## src/rtl/softmax_rdma.sv

```systemverilog
`default_nettype none
// ============================================================================
// Module      : softmax_rdma
// Description : Read DMA for the Softmax engine.
//               - Issues MCIF burst read commands.
//               - Loop order, innermost first: channel group, then w-burst,
//                 then row. This matches the Softmax write DMA addressing.
//               - Forwards in-order read data to the Softmax datapath and
//                 zeroes every beat whose pixel index is >= pixel_in.
//               - Pulses rdma_done once the last beat has been accepted
//                 downstream.
// Ports       : clk, rst_n (async, active-low)
//               start, w, h, pixel_in, ch_div_Tout,
//                 feature_base_addr, feature_surface_stride
//                 (job configuration, latched on an accepted start)
//               rd_req_vld/rdy/pd : MCIF read command channel
//               rd_rsp_vld/rdy/pd : MCIF read data channel (in order)
//               dat_out_vld/rdy/pd: masked beats toward the Softmax datapath
//               rdma_done         : one-cycle completion pulse
// Revision    : 1.0 - initial release
// ============================================================================
module softmax_rdma #(
    parameter int TOUT            = 8,
    parameter int DAT_DW          = 16,
    parameter int LOG2_W          = 12,
    parameter int LOG2_H          = 12,
    parameter int LOG2_CH         = 12,
    parameter int LOG2_TOUT       = 3,
    parameter int LOG2_BURST      = 4,
    parameter int PIXEL_BYTES     = 16,
    parameter int LOG2_PIXEL      = 16,
    parameter int MAX_OUTSTANDING = 4
) (
    input  logic                           clk,
    input  logic                           rst_n,
    input  logic                           start,
    input  logic [LOG2_W-1:0]              w,
    input  logic [LOG2_H-1:0]              h,
    input  logic [LOG2_PIXEL-1:0]          pixel_in,
    input  logic [LOG2_CH-LOG2_TOUT-1:0]   ch_div_Tout,
    input  logic [31:0]                    feature_base_addr,
    input  logic [25:0]                    feature_surface_stride,
    output logic                           rdma_done,
    output logic                           rd_req_vld,
    input  logic                           rd_req_rdy,
    output logic [64+LOG2_BURST-1:0]       rd_req_pd,
    input  logic                           rd_rsp_vld,
    input  logic [TOUT*DAT_DW-1:0]         rd_rsp_pd,
    output logic                           rd_rsp_rdy,
    output logic                           dat_out_vld,
    output logic [TOUT*DAT_DW-1:0]         dat_out_pd,
    input  logic                           dat_out_rdy
);

    localparam int          c_chw     = LOG2_CH - LOG2_TOUT;
    localparam int          c_wbw     = LOG2_W - LOG2_BURST;
    localparam int          c_ow      = $clog2(MAX_OUTSTANDING + 1);
    localparam int          c_burst   = 2 ** LOG2_BURST;
    localparam logic [31:0] c_wb_step = 32'(c_burst * PIXEL_BYTES);

    // Latched job configuration
    logic [LOG2_W-1:0]     r_w;
    logic [LOG2_H-1:0]     r_h;
    logic [LOG2_PIXEL-1:0] r_pix;
    logic [c_chw-1:0]      r_chd;
    logic [31:0]           r_base;
    logic [25:0]           r_stride;
    logic [31:0]           r_hstep;   // row step in bytes: w * PIXEL_BYTES

    logic                  r_req_busy;
    logic                  r_rsp_busy;
    logic [c_ow-1:0]       r_outstanding;
    logic                  r_done;

    // Request-side loop counters and running address biases
    logic [c_chw-1:0]      r_ch_cnt;
    logic [c_wbw-1:0]      r_wb_cnt;
    logic [LOG2_H-1:0]     r_h_cnt;
    logic [31:0]           r_ch_off;
    logic [31:0]           r_wb_off;
    logic [31:0]           r_h_off;

    // Response-side mirror of the same loop, advanced per accepted beat
    logic [LOG2_BURST-1:0] r_beat_cnt;
    logic [c_chw-1:0]      r_rch_cnt;
    logic [c_wbw-1:0]      r_rwb_cnt;
    logic [LOG2_H-1:0]     r_rh_cnt;
    logic [31:0]           r_rh_pix;

    logic [LOG2_W-1:0]     w_w_m1;
    logic [c_wbw-1:0]      w_wb_max;
    logic [LOG2_BURST-1:0] w_last_len;
    logic                  w_ch_last;
    logic                  w_wb_last;
    logic                  w_h_last;
    logic [LOG2_BURST-1:0] w_req_len;
    logic [31:0]           w_req_off;
    logic                  w_cmd_hs;
    logic                  w_final_cmd;
    logic                  w_rch_last;
    logic                  w_rwb_last;
    logic                  w_rh_last;
    logic [LOG2_BURST-1:0] w_beat_max;
    logic                  w_beat_last;
    logic                  w_beat_acc;
    logic                  w_burst_end;
    logic                  w_final_beat;
    logic [31:0]           w_cur_pixel;
    logic                  w_masked;
    logic                  w_start;

    // Index of the last w-burst in a row.
    // The last burst carries the w remainder. A remainder of 0 wraps the
    // length to all-ones, which is a full burst.
    assign w_w_m1     = r_w - LOG2_W'(1);
    assign w_wb_max   = w_w_m1[LOG2_W-1:LOG2_BURST];
    assign w_last_len = r_w[LOG2_BURST-1:0] - LOG2_BURST'(1);

    assign w_start    = start & ~r_req_busy & ~r_rsp_busy;

    // ------------------------------------------------------------------
    // Command side
    // ------------------------------------------------------------------
    assign w_ch_last   = (r_ch_cnt == r_chd - c_chw'(1));
    assign w_wb_last   = (r_wb_cnt == w_wb_max);
    assign w_h_last    = (r_h_cnt  == r_h - LOG2_H'(1));
    assign w_req_len   = w_wb_last ? w_last_len : {LOG2_BURST{1'b1}};
    assign w_req_off   = r_h_off + r_wb_off + r_ch_off;

    assign rd_req_vld  = r_req_busy & (r_outstanding < c_ow'(MAX_OUTSTANDING));
    assign rd_req_pd   = {r_base, w_req_len, w_req_off};
    assign w_cmd_hs    = rd_req_vld & rd_req_rdy;
    assign w_final_cmd = w_cmd_hs & w_ch_last & w_wb_last & w_h_last;

    // ------------------------------------------------------------------
    // Response side: zero-latency pass-through with pixel masking
    // ------------------------------------------------------------------
    assign w_rch_last   = (r_rch_cnt == r_chd - c_chw'(1));
    assign w_rwb_last   = (r_rwb_cnt == w_wb_max);
    assign w_rh_last    = (r_rh_cnt  == r_h - LOG2_H'(1));
    assign w_beat_max   = w_rwb_last ? w_last_len : {LOG2_BURST{1'b1}};
    assign w_beat_last  = (r_beat_cnt == w_beat_max);

    assign w_beat_acc   = r_rsp_busy & rd_rsp_vld & dat_out_rdy;
    assign w_burst_end  = w_beat_acc & w_beat_last;
    assign w_final_beat = w_burst_end & w_rch_last & w_rwb_last & w_rh_last;

    // Pixel index of the beat currently presented. It does not depend on
    // the channel group, because every group walks the same pixels.
    assign w_cur_pixel  = r_rh_pix + (32'(r_rwb_cnt) << LOG2_BURST) + 32'(r_beat_cnt);
    assign w_masked     = (w_cur_pixel >= 32'(r_pix));

    assign dat_out_vld  = r_rsp_busy & rd_rsp_vld;
    assign rd_rsp_rdy   = r_rsp_busy & dat_out_rdy;
    assign dat_out_pd   = w_masked ? '0 : rd_rsp_pd;
    assign rdma_done    = r_done;

    // ------------------------------------------------------------------
    // Job configuration and busy flags
    // ------------------------------------------------------------------
    always_ff @(posedge clk or negedge rst_n) begin
        if (!rst_n) begin
            r_w        <= '0;
            r_h        <= '0;
            r_pix      <= '0;
            r_chd      <= '0;
            r_base     <= '0;
            r_stride   <= '0;
            r_hstep    <= '0;
            r_req_busy <= 1'b0;
            r_rsp_busy <= 1'b0;
            r_done     <= 1'b0;
        end else begin
            r_done <= w_final_beat;
            if (w_start) begin
                r_w        <= w;
                r_h        <= h;
                r_pix      <= pixel_in;
                r_chd      <= ch_div_Tout;
                r_base     <= feature_base_addr;
                r_stride   <= feature_surface_stride;
                r_hstep    <= 32'(w) * 32'(PIXEL_BYTES);
                r_req_busy <= 1'b1;
                r_rsp_busy <= 1'b1;
            end else begin
                if (w_final_cmd) begin
                    r_req_busy <= 1'b0;
                end
                if (w_final_beat) begin
                    r_rsp_busy <= 1'b0;
                end
            end
        end
    end

    // ------------------------------------------------------------------
    // Command loop counters and biases
    // ------------------------------------------------------------------
    always_ff @(posedge clk or negedge rst_n) begin
        if (!rst_n) begin
            r_ch_cnt <= '0;
            r_wb_cnt <= '0;
            r_h_cnt  <= '0;
            r_ch_off <= '0;
            r_wb_off <= '0;
            r_h_off  <= '0;
        end else if (w_start) begin
            r_ch_cnt <= '0;
            r_wb_cnt <= '0;
            r_h_cnt  <= '0;
            r_ch_off <= '0;
            r_wb_off <= '0;
            r_h_off  <= '0;
        end else if (w_cmd_hs) begin
            if (!w_ch_last) begin
                r_ch_cnt <= r_ch_cnt + c_chw'(1);
                r_ch_off <= r_ch_off + 32'(r_stride);
            end else begin
                r_ch_cnt <= '0;
                r_ch_off <= '0;
                if (!w_wb_last) begin
                    r_wb_cnt <= r_wb_cnt + c_wbw'(1);
                    r_wb_off <= r_wb_off + c_wb_step;
                end else begin
                    r_wb_cnt <= '0;
                    r_wb_off <= '0;
                    if (!w_h_last) begin
                        r_h_cnt <= r_h_cnt + LOG2_H'(1);
                        r_h_off <= r_h_off + r_hstep;
                    end else begin
                        r_h_cnt <= '0;
                        r_h_off <= '0;
                    end
                end
            end
        end
    end

    // ------------------------------------------------------------------
    // Response loop counters
    // ------------------------------------------------------------------
    always_ff @(posedge clk or negedge rst_n) begin
        if (!rst_n) begin
            r_beat_cnt <= '0;
            r_rch_cnt  <= '0;
            r_rwb_cnt  <= '0;
            r_rh_cnt   <= '0;
            r_rh_pix   <= '0;
        end else if (w_start) begin
            r_beat_cnt <= '0;
            r_rch_cnt  <= '0;
            r_rwb_cnt  <= '0;
            r_rh_cnt   <= '0;
            r_rh_pix   <= '0;
        end else if (w_beat_acc) begin
            if (!w_beat_last) begin
                r_beat_cnt <= r_beat_cnt + LOG2_BURST'(1);
            end else begin
                r_beat_cnt <= '0;
                if (!w_rch_last) begin
                    r_rch_cnt <= r_rch_cnt + c_chw'(1);
                end else begin
                    r_rch_cnt <= '0;
                    if (!w_rwb_last) begin
                        r_rwb_cnt <= r_rwb_cnt + c_wbw'(1);
                    end else begin
                        r_rwb_cnt <= '0;
                        if (!w_rh_last) begin
                            r_rh_cnt <= r_rh_cnt + LOG2_H'(1);
                            r_rh_pix <= r_rh_pix + 32'(r_w);
                        end else begin
                            r_rh_cnt <= '0;
                            r_rh_pix <= '0;
                        end
                    end
                end
            end
        end
    end

    // ------------------------------------------------------------------
    // Bursts in flight.
    // A command handshake and a burst completion in the same cycle
    // cancel each other out.
    // ------------------------------------------------------------------
    always_ff @(posedge clk or negedge rst_n) begin
        if (!rst_n) begin
            r_outstanding <= '0;
        end else if (w_cmd_hs && !w_burst_end) begin
            r_outstanding <= r_outstanding + c_ow'(1);
        end else if (!w_cmd_hs && w_burst_end) begin
            r_outstanding <= r_outstanding - c_ow'(1);
        end
    end

endmodule
`default_nettype wire

```

## config.mk

```make
export PLATFORM = sky130hd
export DESIGN_NAME = softmax_rdma
export DESIGN_NICKNAME = d
export VERILOG_FILES = /design/src/rtl/softmax_rdma.sv
export SDC_FILE = /design/constraint.sdc
export NUM_CORES = 1
export LEC_CHECK = 0
export ABC_AREA = 1
export CORE_MARGIN = 2
export CORE_UTILIZATION = 25
export CTS_CLUSTER_DIAMETER = 80
export CTS_CLUSTER_SIZE = 24
export DETAILED_ROUTE_END_ITERATION = 7
export GPL_TIMING_DRIVEN = 0
export PLACE_DENSITY = 0.46
export SYNTH_ARGS = -nofsm -noshare
export SYNTH_HDL_FRONTEND = slang
export SYNTH_SLANG_ARGS = --single-unit
```

## constraint.sdc

```tcl
create_clock -name clk -period 4.2 [get_ports clk]
set_input_delay 0.84 -clock clk [delete_from_list [all_inputs] [get_ports clk]]
set_output_delay 0.84 -clock clk [all_outputs]
set_load 0.01 [all_outputs]
```

==> metrics.txt <==
mux cell area share after synthesis 0.000493; sequential cell area 7350 um^2; slowest stage delay, CP 440 ps; synth top area cells dfrtp_1, nand2_1, ha_1, nor2_1, inv_1; clk slew on worst S/H paths 70 ps; Via density 4.50; area of the multi-input gates 14800 um^2; Slew HR 0.206; Max Cap Violations 0; Clk Latency, worst-skew pair 640 ps; TritonRoute pass-1 iters 7; diode count 0; mean post-synth cell area 6.94 um^2; Die X 306 um; fmax 0.199 GHz; failing checks negative setup slack; critical-path maximum fanout 7; top cell family by delay on the critical path compound AO/OA/AOI/OAI gates; synthesized cell area 22800 um^2; GRT Util Overall 0.181; vias 22700; Worst Path Class, Setup flip-flop to primary output; grt ovf 0; Slew Viols, Final 0; Post-synth ARST share 1.00; cell with the most instances after synthesis nand2_1; RSZ-0062 raised after global routing true; nets 4238; H-tree levels 1; Die Ht 306 um; Port-buffer cells 440; num ports 441; Initial Util 0.253; Initial DRC Count 1615; Final ANT Viol Nets 0; Mapped Cells 3292; status finished with violations; slowest CP cell dfrtp_1; routed len/inst 17.4 um; Final Cycle Share 1.20; global-route wire length before repair 133 mm; area grow syn2layout 37.9%; row cnt 110; dpl hpwl 69.0 mm; overall routed net length 87.7 mm; final worst slack -833 ps; Worst Setup Start Kind flip-flop; number of distinct library cells after synthesis 55; Compound-Gate Fraction of Synth Area 0.0917; vias in the first global route 22000; Worst Max-Slew Pin Slew 1190 ps; buffer depth of the longest clock path 3; main combinational cell family by area after synthesis simple AND/OR/NAND/NOR gates; Buf/Inv on CP 6; Power Dens Cells 504 nW/um^2; Lkg Pwr 15.2 nW; Ys Warns 0; Die ar. 93800 um^2; Final Util 0.349; RePlAce Congestion 0.872; cell mode on critical path buf_6; Synth top area share 0.319; clk root buf clkbuf_16; XOR/XNOR Fraction of Synth Area 0.0834; layout cells sized above 1 0.161; sequential share of the synthesized area 0.319; Commonest cells post-synth nand2_1, nor2_1, inv_1; Synth Area in Adders 0.0934; CP required 3360 ps; peak supply drop 0.000407 V; Post-Synth Simple-Gate Area 0.324; CTS tree yes; core area 90300 um^2; worst path arrival time 4190 ps; Sink Count 291; Pwr Total 15.9 mW; top_reg_cell synth dfrtp_1; final hold vios 0; Post-synth EDFFs 0; fin crit period 5030 ps; Synth Register Bits 291; DRC errors left 0; CTS Hold Bufs 0; Layout Skew 24.2 ps; layout filler cell count 9777; pin count of the biggest net entering global routing 89; element type at the critical path end primary output; Hold WS 103 ps; crit path cell chain ha_4 -> inv_2 -> fa_2 -> o21ai_4 -> a21boi_2 -> o21ai_2 -> nand3_1 -> nand2_1 -> xor2_1 -> ha_1 -> nand2_2 -> nor2_2 -> a211oi_2 -> o221ai_2 -> a21oi_2 -> nand4_1 -> buf_6 -> buf_12 -> buf_16 -> buf_6 -> nor2_4 -> buf_6; final setup vio count 128; largest area contributor in the netlist dfrtp_1; initial antenna violation count 2; total CTS buffers 31; worst hold path type input pin to asynchronous set/reset pin
## worst register-to-register path, stage by stage, from the launching register on
cell and delay (ps):
dfrtp_2 430, inv_4 120, ha_2 230, nand2_1 120
nor2_4 140, nand2_1 100, nand2_1 130, nand2_1 60
nand2_1 50, nand3_1 110, nor2_4 260, nand4_1 150
nand2_1 80, nand2_1 50, nor2_1 160, nand3_1 260
ha_1 270, inv_1 90, fa_1 410, mux2_2 260
## cell families after synthesis
logic type               after synthesis
AND/OR/NAND/NOR                     1755
other                                  1
adder cells (fa/ha/maj)              153
buffers and inverters                492
multiplexers                           1
AO/OA/AOI/OAI                        383
XOR/XNOR                             216
flip-flops                           291
## layer usage
metal / vias up / global-route usage / share of wire
met4: 0 / 0.0295 / 0.013
li1: 11700 / - / -
met1: 10500 / 0.267 / 0.50
met5: - / 0 / 0
met2: 433 / 0.286 / 0.45
met3: 57 / 0.0189 / 0.038
## final timing paths
path / from / endpoint / slack, ps / cells after the start
max: r_rh_pix[0]$_DFFE_PN0P_ / dat_out_pd[14] / -830 / 22
min: rst_n / r_base[14]$_DFFE_PN0P_ / 100 / 1
max reg2reg: r_w[0]$_DFFE_PN0P_ / r_outstanding[1]$_DFFE_PN0P_ / 620 / 19
min reg2reg: r_base[21]$_DFFE_PN0P_ / r_base[21]$_DFFE_PN0P_ / 470 / 2
max in group asynchronous: rst_n / r_h_off[16]$_DFFE_PN0P_ / 2830 / 3
min in group clk: r_base[21]$_DFFE_PN0P_ / r_base[21]$_DFFE_PN0P_ / 470 / 2
## metrics by stage
stage                     worst slack (ps)  instances  instance area, um^2  TNS [ps]
after floorplan                       92.7       3296                22900         0
after global placement              -11760       4912                28700  -3573580
after detailed placement             -1420       4915                28800   -154300
after CTS                             -872       5016                30500    -97490
after global routing                  -986       5045                31500   -113370
final                                 -833       5045                31500    -91600
## cell usage in the layout, fill, tap and decap left out, types with 25 or more instances in the layout
master / netlist / final
o21ai_0: 177 / 164
ha_4: 0 / 25
clkdlybuf4s50_1: 0 / 286
nor2_2: 5 / 42
clkbuf_1: 51 / 52
nor2_4: 5 / 42
clkbuf_16: 0 / 31
buf_4: 3 / 73
buf_2: 30 / 120
inv_1: 383 / 380
nand4_1: 103 / 103
xor2_1: 158 / 147
ha_1: 124 / 92
dfrtp_2: 0 / 54
xnor2_1: 57 / 55
nand3_1: 168 / 163
a21oi_1: 126 / 99
fa_1: 29 / 28
dfrtp_1: 291 / 237
buf_6: 15 / 50
nor3_1: 54 / 49
nand2_1: 963 / 943
nor2_1: 389 / 315
## state kept, by name (all words and copies together), names as in the netlist, 8 cells and up
| name | flops |
|---|---|
| r_base | 32 |
| r_chd | 9 |
| r_stride | 26 |
| r_wb_cnt | 8 |
| r_rch_cnt | 9 |
| r_w | 12 |
| r_h_off | 28 |
| r_rh_cnt | 12 |
| r_ch_off | 32 |
| r_rwb_cnt | 8 |
| r_rh_pix | 32 |
| r_ch_cnt | 9 |
| r_h_cnt | 12 |
| r_pix | 16 |
| r_h | 12 |
| r_wb_off | 24 |
## report_power, final
group | internal, mW | switching, mW | total (mW) | leakage (nW)
clock network | 1.62 | 1.42 | 3.04 | 0.521
registers | 3.59 | 0.815 | 4.40 | 3.69
logic | 3.54 | 4.88 | 8.42 | 11.0
total | 8.74 | 7.12 | 15.9 | 15.2
## layout make-up
cell class,count,share of cell area
inverter,390,0.0467
clock inverter,24,0.00878
tap,1176,0.0467
clock buffer,34,0.0256
sequential,291,0.233
timing repair buffer,515,0.148
buffer,102,0.0200
multi-input combinational,2513,0.471
## repair_timing
action                                  4_1_cts  5_1_grt
hold endpoints to repair                      0        0
cloned                                        3        0
endpoints found under the setup margin      155      150
pin swaps                                    30       38
buffers inserted                             40       30
gates resized for setup                     794      195
(Power assumes the default switching activity.)
